===== src/rtl/div_unit_pkg.sv =====
// Shared widths, state encoding and sign helper for the iterative divider.
// Imported by div_unit; holds no logic of its own.
package div_unit_pkg;

  localparam int DataBus = 32;
  localparam int DWord   = 64;

  typedef enum logic [1:0] {
    DIV_IDLE = 2'b00,
    DIV_CALC = 2'b01,
    DIV_DONE = 2'b10
  } div_state_e;

  function automatic logic [DataBus-1:0] neg_if(input logic c, input logic [DataBus-1:0] x);
    return c ? (~x + 32'd1) : x;
  endfunction

endpackage


===== src/rtl/div_unit.sv =====
// Restoring radix-2 DIV/DIVU: 33 cycles accept->ready (1 cycle for divide by zero).
// No output backpressure; holds the pipeline through stallreq and drops it in the ready cycle.
module div_unit
  import div_unit_pkg::*;
(
  input  logic               clk,
  input  logic               rst,
  input  logic               start,
  input  logic               signed_op,
  input  logic [DataBus-1:0] opr1,
  input  logic [DataBus-1:0] opr2,
  input  logic               cancel,
  output logic [DWord-1:0]   divres,
  output logic               ready,
  output logic               stallreq
);

  div_state_e         state_q, state_d;
  logic [4:0]         cnt_q;
  logic [DataBus:0]   rem_q;
  logic [DataBus-1:0] dq_q;
  logic [DataBus-1:0] dsr_q;
  logic               sop_q, s1_q, s2_q;
  logic [DWord-1:0]   divres_q;

  logic               accept;
  logic               last;
  logic [DataBus+1:0] trial;
  logic               qbit;
  logic [DataBus:0]   rem_nxt;
  logic [DataBus-1:0] quo_nxt;

  assign accept = (state_q == DIV_IDLE) & start & ~cancel;
  assign last   = (cnt_q == 5'd31);

  // Dividend bits leave dq_q at the top while quotient bits enter at the bottom.
  assign trial   = {rem_q, dq_q[DataBus-1]} - {2'b00, dsr_q};
  assign qbit    = ~trial[DataBus+1];
  assign rem_nxt = qbit ? trial[DataBus:0] : {rem_q[DataBus-1:0], dq_q[DataBus-1]};
  assign quo_nxt = {dq_q[DataBus-2:0], qbit};

  always_comb begin
    state_d = state_q;
    case (state_q)
      DIV_IDLE: if (accept) state_d = (opr2 == '0) ? DIV_DONE : DIV_CALC;
      DIV_CALC: if (last) state_d = DIV_DONE;
      DIV_DONE: state_d = DIV_IDLE;
      default:  state_d = DIV_IDLE;
    endcase
    if (cancel) state_d = DIV_IDLE;
  end

  always_ff @(posedge clk) begin
    if (rst) begin
      state_q  <= DIV_IDLE;
      cnt_q    <= '0;
      rem_q    <= '0;
      dq_q     <= '0;
      dsr_q    <= '0;
      sop_q    <= 1'b0;
      s1_q     <= 1'b0;
      s2_q     <= 1'b0;
      divres_q <= '0;
    end else begin
      state_q <= state_d;
      if (accept) begin
        sop_q <= signed_op;
        s1_q  <= opr1[DataBus-1];
        s2_q  <= opr2[DataBus-1];
        dq_q  <= neg_if(signed_op & opr1[DataBus-1], opr1);
        dsr_q <= neg_if(signed_op & opr2[DataBus-1], opr2);
        rem_q <= '0;
        cnt_q <= '0;
        if (opr2 == '0) divres_q <= {opr1, {DataBus{1'b1}}};
      end else if ((state_q == DIV_CALC) && !cancel) begin
        rem_q <= rem_nxt;
        dq_q  <= quo_nxt;
        cnt_q <= cnt_q + 5'd1;
        // Remainder follows the dividend sign; quotient negates when signs differ.
        if (last)
          divres_q <= {neg_if(sop_q & s1_q, rem_nxt[DataBus-1:0]),
                       neg_if(sop_q & (s1_q ^ s2_q), quo_nxt)};
      end
    end
  end

  assign divres   = divres_q;
  assign ready    = (state_q == DIV_DONE) & ~cancel & ~rst;
  assign stallreq = start & (state_q != DIV_DONE);

endmodule


===== config.mk =====
export PLATFORM = sky130hd
export DESIGN_NAME = div_unit
export DESIGN_NICKNAME = d
export VERILOG_FILES = /design/src/rtl/div_unit_pkg.sv /design/src/rtl/div_unit.sv
export SDC_FILE = /design/constraint.sdc
export NUM_CORES = 1
export LEC_CHECK = 0
export CAP_MARGIN = 20
export CORE_AREA = 2 2 183 185
export DETAILED_ROUTE_END_ITERATION = 8
export DIE_AREA = 0 0 185 187
export PLACE_DENSITY_LB_ADDON = 0.05
export SYNTH_ARGS = -nofsm -noshare
export SYNTH_HDL_FRONTEND = slang
export SYNTH_SLANG_ARGS = --single-unit

===== constraint.sdc =====
create_clock -name clk -period 7.3 [get_ports clk]
set_clock_uncertainty 0.1 [all_clocks]
set_input_delay 0.73 -clock clk [delete_from_list [all_inputs] [get_ports clk]]
set_output_delay 0.73 -clock clk [all_outputs]
set_load 0.1 [all_outputs]

## After elaboration in Yosys (flattened, before gate mapping)

Cells that the tools add are included.

| word-level totals | value |
|---|---|
| logic and storage cells | 64 |
| output and inout bits | 66 |
| register bits after elaboration | 171 |
| input bits | 69 |

| operators by class | value |
|---|---|
| reduce and logical (&&, ||, !) cells | 10 |
| equal/unequal tests | 7 |
| bitwise gates (word level) | 17 |
| add/subtract/negate cells | 6 |
| mux-type cells | 15 |

Operator list:

| operator | count |
|---|---|
| $mux W64 | 4 |
| $mux W32 | 6 |
| $add A32 B1 Y32 const B | 4 |
| $not A32 Y32 | 4 |
| $sub A34 B32 Y34 | 1 |
| $mux W33 | 1 |
| $logic_not A32 Y1 | 1 |
| $and A1 B1 Y1 | 9 |
| $mux W2 | 3 |
| $ne A2 B2 Y1 const B | 3 |
| $add A5 B1 Y5 const B | 1 |
| $eq A5 B5 Y1 const B | 1 |
| $pmux W2 S2 | 1 |
| $reduce_bool A2 Y1 | 2 |
| $reduce_or A2 Y1 | 2 |
| $not A1 Y1 | 3 |
| $reduce_and A3 Y1 | 1 |
| $eq A2 B1 Y1 const B | 1 |
| $eq A2 B2 Y1 const B | 1 |
| $logic_not A2 Y1 | 1 |
| $ne A2 B1 Y1 const B | 1 |
| $reduce_and A2 Y1 | 1 |
| $logic_and A1 B1 Y1 | 1 |
| $logic_not A1 Y1 | 1 |
| $xor A1 B1 Y1 | 1 |

## Longest topological paths before layout

| depth | value |
|---|---|
| word-level depth | 8 |
| depth in mapped cells | 26 |
| gate-level depth less buffers | 21 |

## Least setup slack after synthesis

No wires, ideal clock.

| timing path | value |
|---|---|
| kind | register to register |
| start point | reg dsr_q[27] |
| end point | reg divres_q[54], in the netlist divres[54] |
| cell stages (with the launch flop) | 24 |
| path buffers | 5 |
| slack | 1.847 ns |
| library setup time | 0.075 ns |
| clock period less this slack | 5.453 ns |
| data required time | 7.125 ns |
| arrival time | 5.278 ns |
| path through | dfxtp_1 inv_1 ha_1 buf_6 and2_4 a221o_1 a211oi_2 o31a_2 a21oi_2 buf_6 nor2_1 buf_2 buf_4 buf_4 mux2i_1 ha_1 or4b_1 or4_4 nor3_4 o22ai_2 nor3_4 a31oi_1 or3_1 a31oi_1 |

| between the ends | value |
|---|---|
| longest elaborated chain between the ends | 8 |

RTL lines:

| element | RTL line | source |
|---|---|---|
| from (decl) | div_unit.sv:22 | `logic [DataBus-1:0] dsr_q;` |
| from (signal assigned) | div_unit.sv:71 | `dsr_q <= neg_if(signed_op & opr2[DataBus-1], opr2);` |
| $sub A34 B32 Y34 (*) | div_unit.sv:37 | `assign trial = {rem_q, dq_q[DataBus-1]} - {2'b00, dsr_q};` |
| $mux W33 (*) | div_unit.sv:39 | `assign rem_nxt = qbit ? trial[DataBus:0] : {rem_q[DataBus-1:0], dq_q[DataBus-1]};` |
| $not A32 Y32 | div_unit_pkg.sv:15 | `return c ? (~x + 32'd1) : x;` |
| $add A32 B1 Y32 | div_unit_pkg.sv:15 |  |
| $mux W32 (*) | div_unit_pkg.sv:15 |  |
| $mux W64 (*) | div_unit.sv:80 | `if (last)` |
| $mux W64 (*) | div_unit.sv:75 | `end else if ((state_q == DIV_CALC) && !cancel) begin` |
| $mux W64 (*) | div_unit.sv:66 | `if (accept) begin` |
| to (signal assigned) | div_unit.sv:74 | `if (opr2 == '0) divres_q <= {opr1, {DataBus{1'b1}}};` |
| to (signal assigned) | div_unit.sv:81 | `divres_q <= {neg_if(sop_q & s1_q, rem_nxt[DataBus-1:0]),` |
| to (decl) | div_unit.sv:24 | `logic [DWord-1:0] divres_q;` |

Mark *: on every way between the ends. The rest lies on a longest branch, timed or not. The select of a mux whose other input is x is not followed.
A chain may end at the register's enable or synchronous reset.

## Final worst setup path

| timing path | value |
|---|---|
| start point | reg dsr_q[10] |
| end point | reg divres_q[54], in the netlist divres[54] |

Same word-level chain as after synthesis.

==> reports/metrics.csv <==
stage,metric,value,unit
outcome,status,"complete, no violations",
floorplanning,pin_count,135,
finish,nFillCells,3461,
floorplanning,initial_core_util,36.4,%
sta,min_period_over_period,82.1,%
clock_network,hold_buffers,0,
finish,drive_gt1_share,5.78,%
sta,setup_viol,0,
yosys,ys_async_sr_fraction,0,%
yosys,syn_nets,1694,
drt,antenna_left,0,
pwr,p_leak,4.88,nW
sta,worstMarginPinSlew,1.05,ns
setup_path,worstPathArrival,6.25,ns
clock_network,clock_path_buffers,2,
pwr,ir_drop,164,µV
job,drv_cap,0,
global_route,grt_max_degree,97,
sta,drv_slew,0,
yosys,synthesis.area,0.0119,mm²
clock_network,path_clk_slew,0.07,ns
finish,final_util,42.9,%
placed_design,placement.io_buffers,134,
floorplanning,dieHeight,187,µm
global_route,track_usage,22.1,%
floorplanning,dieArea,0.0346,mm²
finish,final_common_cell,nor2_1,
pwr,p_per_area,186,mW/mm²
yosys,ys_types,91,
yosys,syn-instance-count,1586,
pwr,internal_power,1.70,mW
drt,drtIter0Drc,722,
yosys,yosys.area.top_type,dfxtp_1,
setup_path,crit_path_end_kind,register,
clock_network,cts_setup_buffers,0,
yosys,yosys_register_bits,171,
finish,layout_common_cells,"nor2_1, nand2_1, dfxtp_1",
pwr,clockPowerShare,33.7,%
pwr,p_sw_share,34.8,%
global_route,grt_pass1_vias,10900,
clock_network,ctsResizeCount,0,
pwr,power_frac_comb,28.3,%
setup_path,path_class,register to register,
yosys,synth_area_leaders,"dfxtp_1, nor2_1, nand2_1",
yosys,yosys_warnings,0,
yosys,synth-edff-count,0,
floorplanning,core-area,0.0329,mm²
drt,vias,11600,
floorplanning,die_x,185,µm
clock_network,cts_tree,yes,
clock_network,worstSkewPairLatency,0.43,ns
yosys,seq_area_frac_synth,28.7,%
setup_path,crit_path_start_kind,register,
drt,drt_wl_total,38200,µm
drt,route.detailed.drc,0,
pwr,sequentialPowerShare,38.0,%
drt,firstDrtPassIters,7,
sta,relSlewSlack,30.3,%
yosys,synth_area_per_cell,7.53,µm²
clock_network,clock_sinks,171,
sta,hold_viol,0,
clock_network,cts-htree-levels,4,
sta,tns,0,ns
clock_network,cts-root-buf,clkbuf_16,
pwr,p_sw,0.911,mW
finish,fin_nets,1758,
yosys,synth_top_area_share,28.7,%
setup_path,worstPathRequired,7.56,ns
finish,area_growth,17.9,%
clock_network,numCtsBuffers,17,
yosys,synth_flop_cell,dfxtp_1,
placed_design,hpwl,28500,µm
floorplanning,rows,67,
global_route,antenna_found_initial,0,
drt,wl_per_cell,18.1,µm
global_route,overflow,0,
setup_path,worstPathMaxFanout,29,
placed_design,gp_congestion,0.889,
hold_path,hold_path_class,register to register,
sta,max_freq,167,MHz
global_route,grt_pass1_wl,60900,µm
sta,rsz0062_at_grt,no,
drt,vias_per_cell,5.48,
sta,period_minus_slack,5.99,ns
==> critical path, cell delays in order, from the launching register on <==
cell and delay, ns:
dfxtp_1 0.33, inv_1 0.05, ha_1 0.41, nand4_1 0.22, nor4_1 0.36, a21boi_2 0.32
o31a_2 0.19, nor3_2 0.04, buf_4 0.20, nor2_4 0.33, inv_1 0.10, buf_4 0.26
nand2_1 0.10, o21ai_0 0.14, inv_1 0.09, ha_1 0.24, or4b_1 0.49, or4_4 0.54
nor3_4 0.18, o22ai_2 0.17, nor3_4 0.40, a31oi_1 0.16, or3_1 0.39, a31oi_1 0.12
==> sequential cells by signal, summed over array words and instances (netlist names) <==
name and count:
cnt_q 5, divres 64, dq_q 32, dsr_q 32, rem_q 33, s1_q 1
s2_q 1, sop_q 1, state_q 2
==> path summary, 6_finish.rpt <==
kind	startpoint	endpoint	slack, ns	cells after the start
worst min-delay path	dsr_q[14]	dsr_q[14]	0.36	2
worst min register to register	dsr_q[14]	dsr_q[14]	0.36	2
worst max register to register	dsr_q[10]	divres[54]	1.31	23
worst max-delay path	dsr_q[10]	divres[54]	1.31	23
==> layer usage <==
| metal | vias up | GRT usage, % | share of wire (%) |
|---|---|---|---|
| met5 | - | 0 | 0 |
| met4 | 0 | 6.23 | 1.9 |
| met3 | 33 | 2.47 | 3.1 |
| met2 | 248 | 35.7 | 46 |
| met1 | 5371 | 31.0 | 49 |
| li1 | 5913 | - | - |
==> cell type report <==
class,instances,area [µm²],share of cell area (%)
Antenna cell,1,2.50,0.0178
Clock buffer,17,425,3.02
Clock inverter,14,124,0.879
Inverter,53,199,1.41
Multi-Input combinational cell,1258,7900,56.1
Sequential cell,171,3420,24.3
Tap cell,448,561,3.98
Timing Repair Buffer,149,1450,10.3
==> synthesized netlist by cell type (all sizes together), types with 3 or more instances <==
cell type / count
nor2: 207
nand2: 185
dfxtp: 171
a21oi: 114
o21ai: 105
clkbuf: 80
a211oi: 70
xor2: 67
xnor2: 60
inv: 53
a311oi: 51
nor3: 45
ha: 38
a31oi: 26
nand3: 26
buf: 24
nor4: 24
and2: 21
mux2i: 21
or3: 21
o31ai: 17
a21o: 11
or4: 11
and3: 10
a221oi: 9
nand4: 9
o21a: 9
nand2b: 7
o211ai: 7
o41ai: 7
a2111oi: 6
o22ai: 6
o31a: 6
a21boi: 4
nor2b: 4
o311ai: 4
a22oi: 3
a41oi: 3
nor4b: 3
o21bai: 3
o311a: 3
or4b: 3
==> stage by stage <==
| stage | setup slack (ns) | instances | hold WS [ns] | instance area (µm²) | total power [mW] |
|---|---|---|---|---|---|
| 2_1_floorplan | 1.85 | 1586 | 0.332 | 11900 | 1.53 |
| 3_3_place_gp | 1.50 | 2079 | 0.347 | 13500 | 1.75 |
| 3_5_place_dp | 1.36 | 2079 | 0.357 | 13500 | 1.75 |
| 4_1_cts | 1.33 | 2110 | 0.367 | 14100 | 2.63 |
| 5_1_grt | 0.778 | 2110 | 0.401 | 14100 | 2.76 |
| 6_report | 1.31 | 2111 | 0.363 | 14100 | 2.61 |
==> logic make-up (layout without fill, tap and decap cells) <==
kind of cell,count (synthesis),in the layout,share of synthesized area [%]
adder cells (fa/ha/maj),39,39,4.15
AO/OA/AOI/OAI,483,483,27.7
other,0,1,0
AND/OR/NAND/NOR,586,586,22.7
flip-flops,171,171,28.7
buffers and inverters,157,233,5.49
XOR/XNOR,127,127,9.31
multiplexers,23,23,1.95
==> power groups by stage <==
stage | registers, mW | clock network, mW | logic, mW
global route | 0.997 | 0.941 | 0.819
floorplan | 1.00 | 0 | 0.531
detailed placement | 1.01 | 0 | 0.737
finish | 0.993 | 0.881 | 0.741
CTS | 0.993 | 0.902 | 0.740
global placement | 1.01 | 0 | 0.737
No activity file was read; power rests on OpenSTA's default activity.
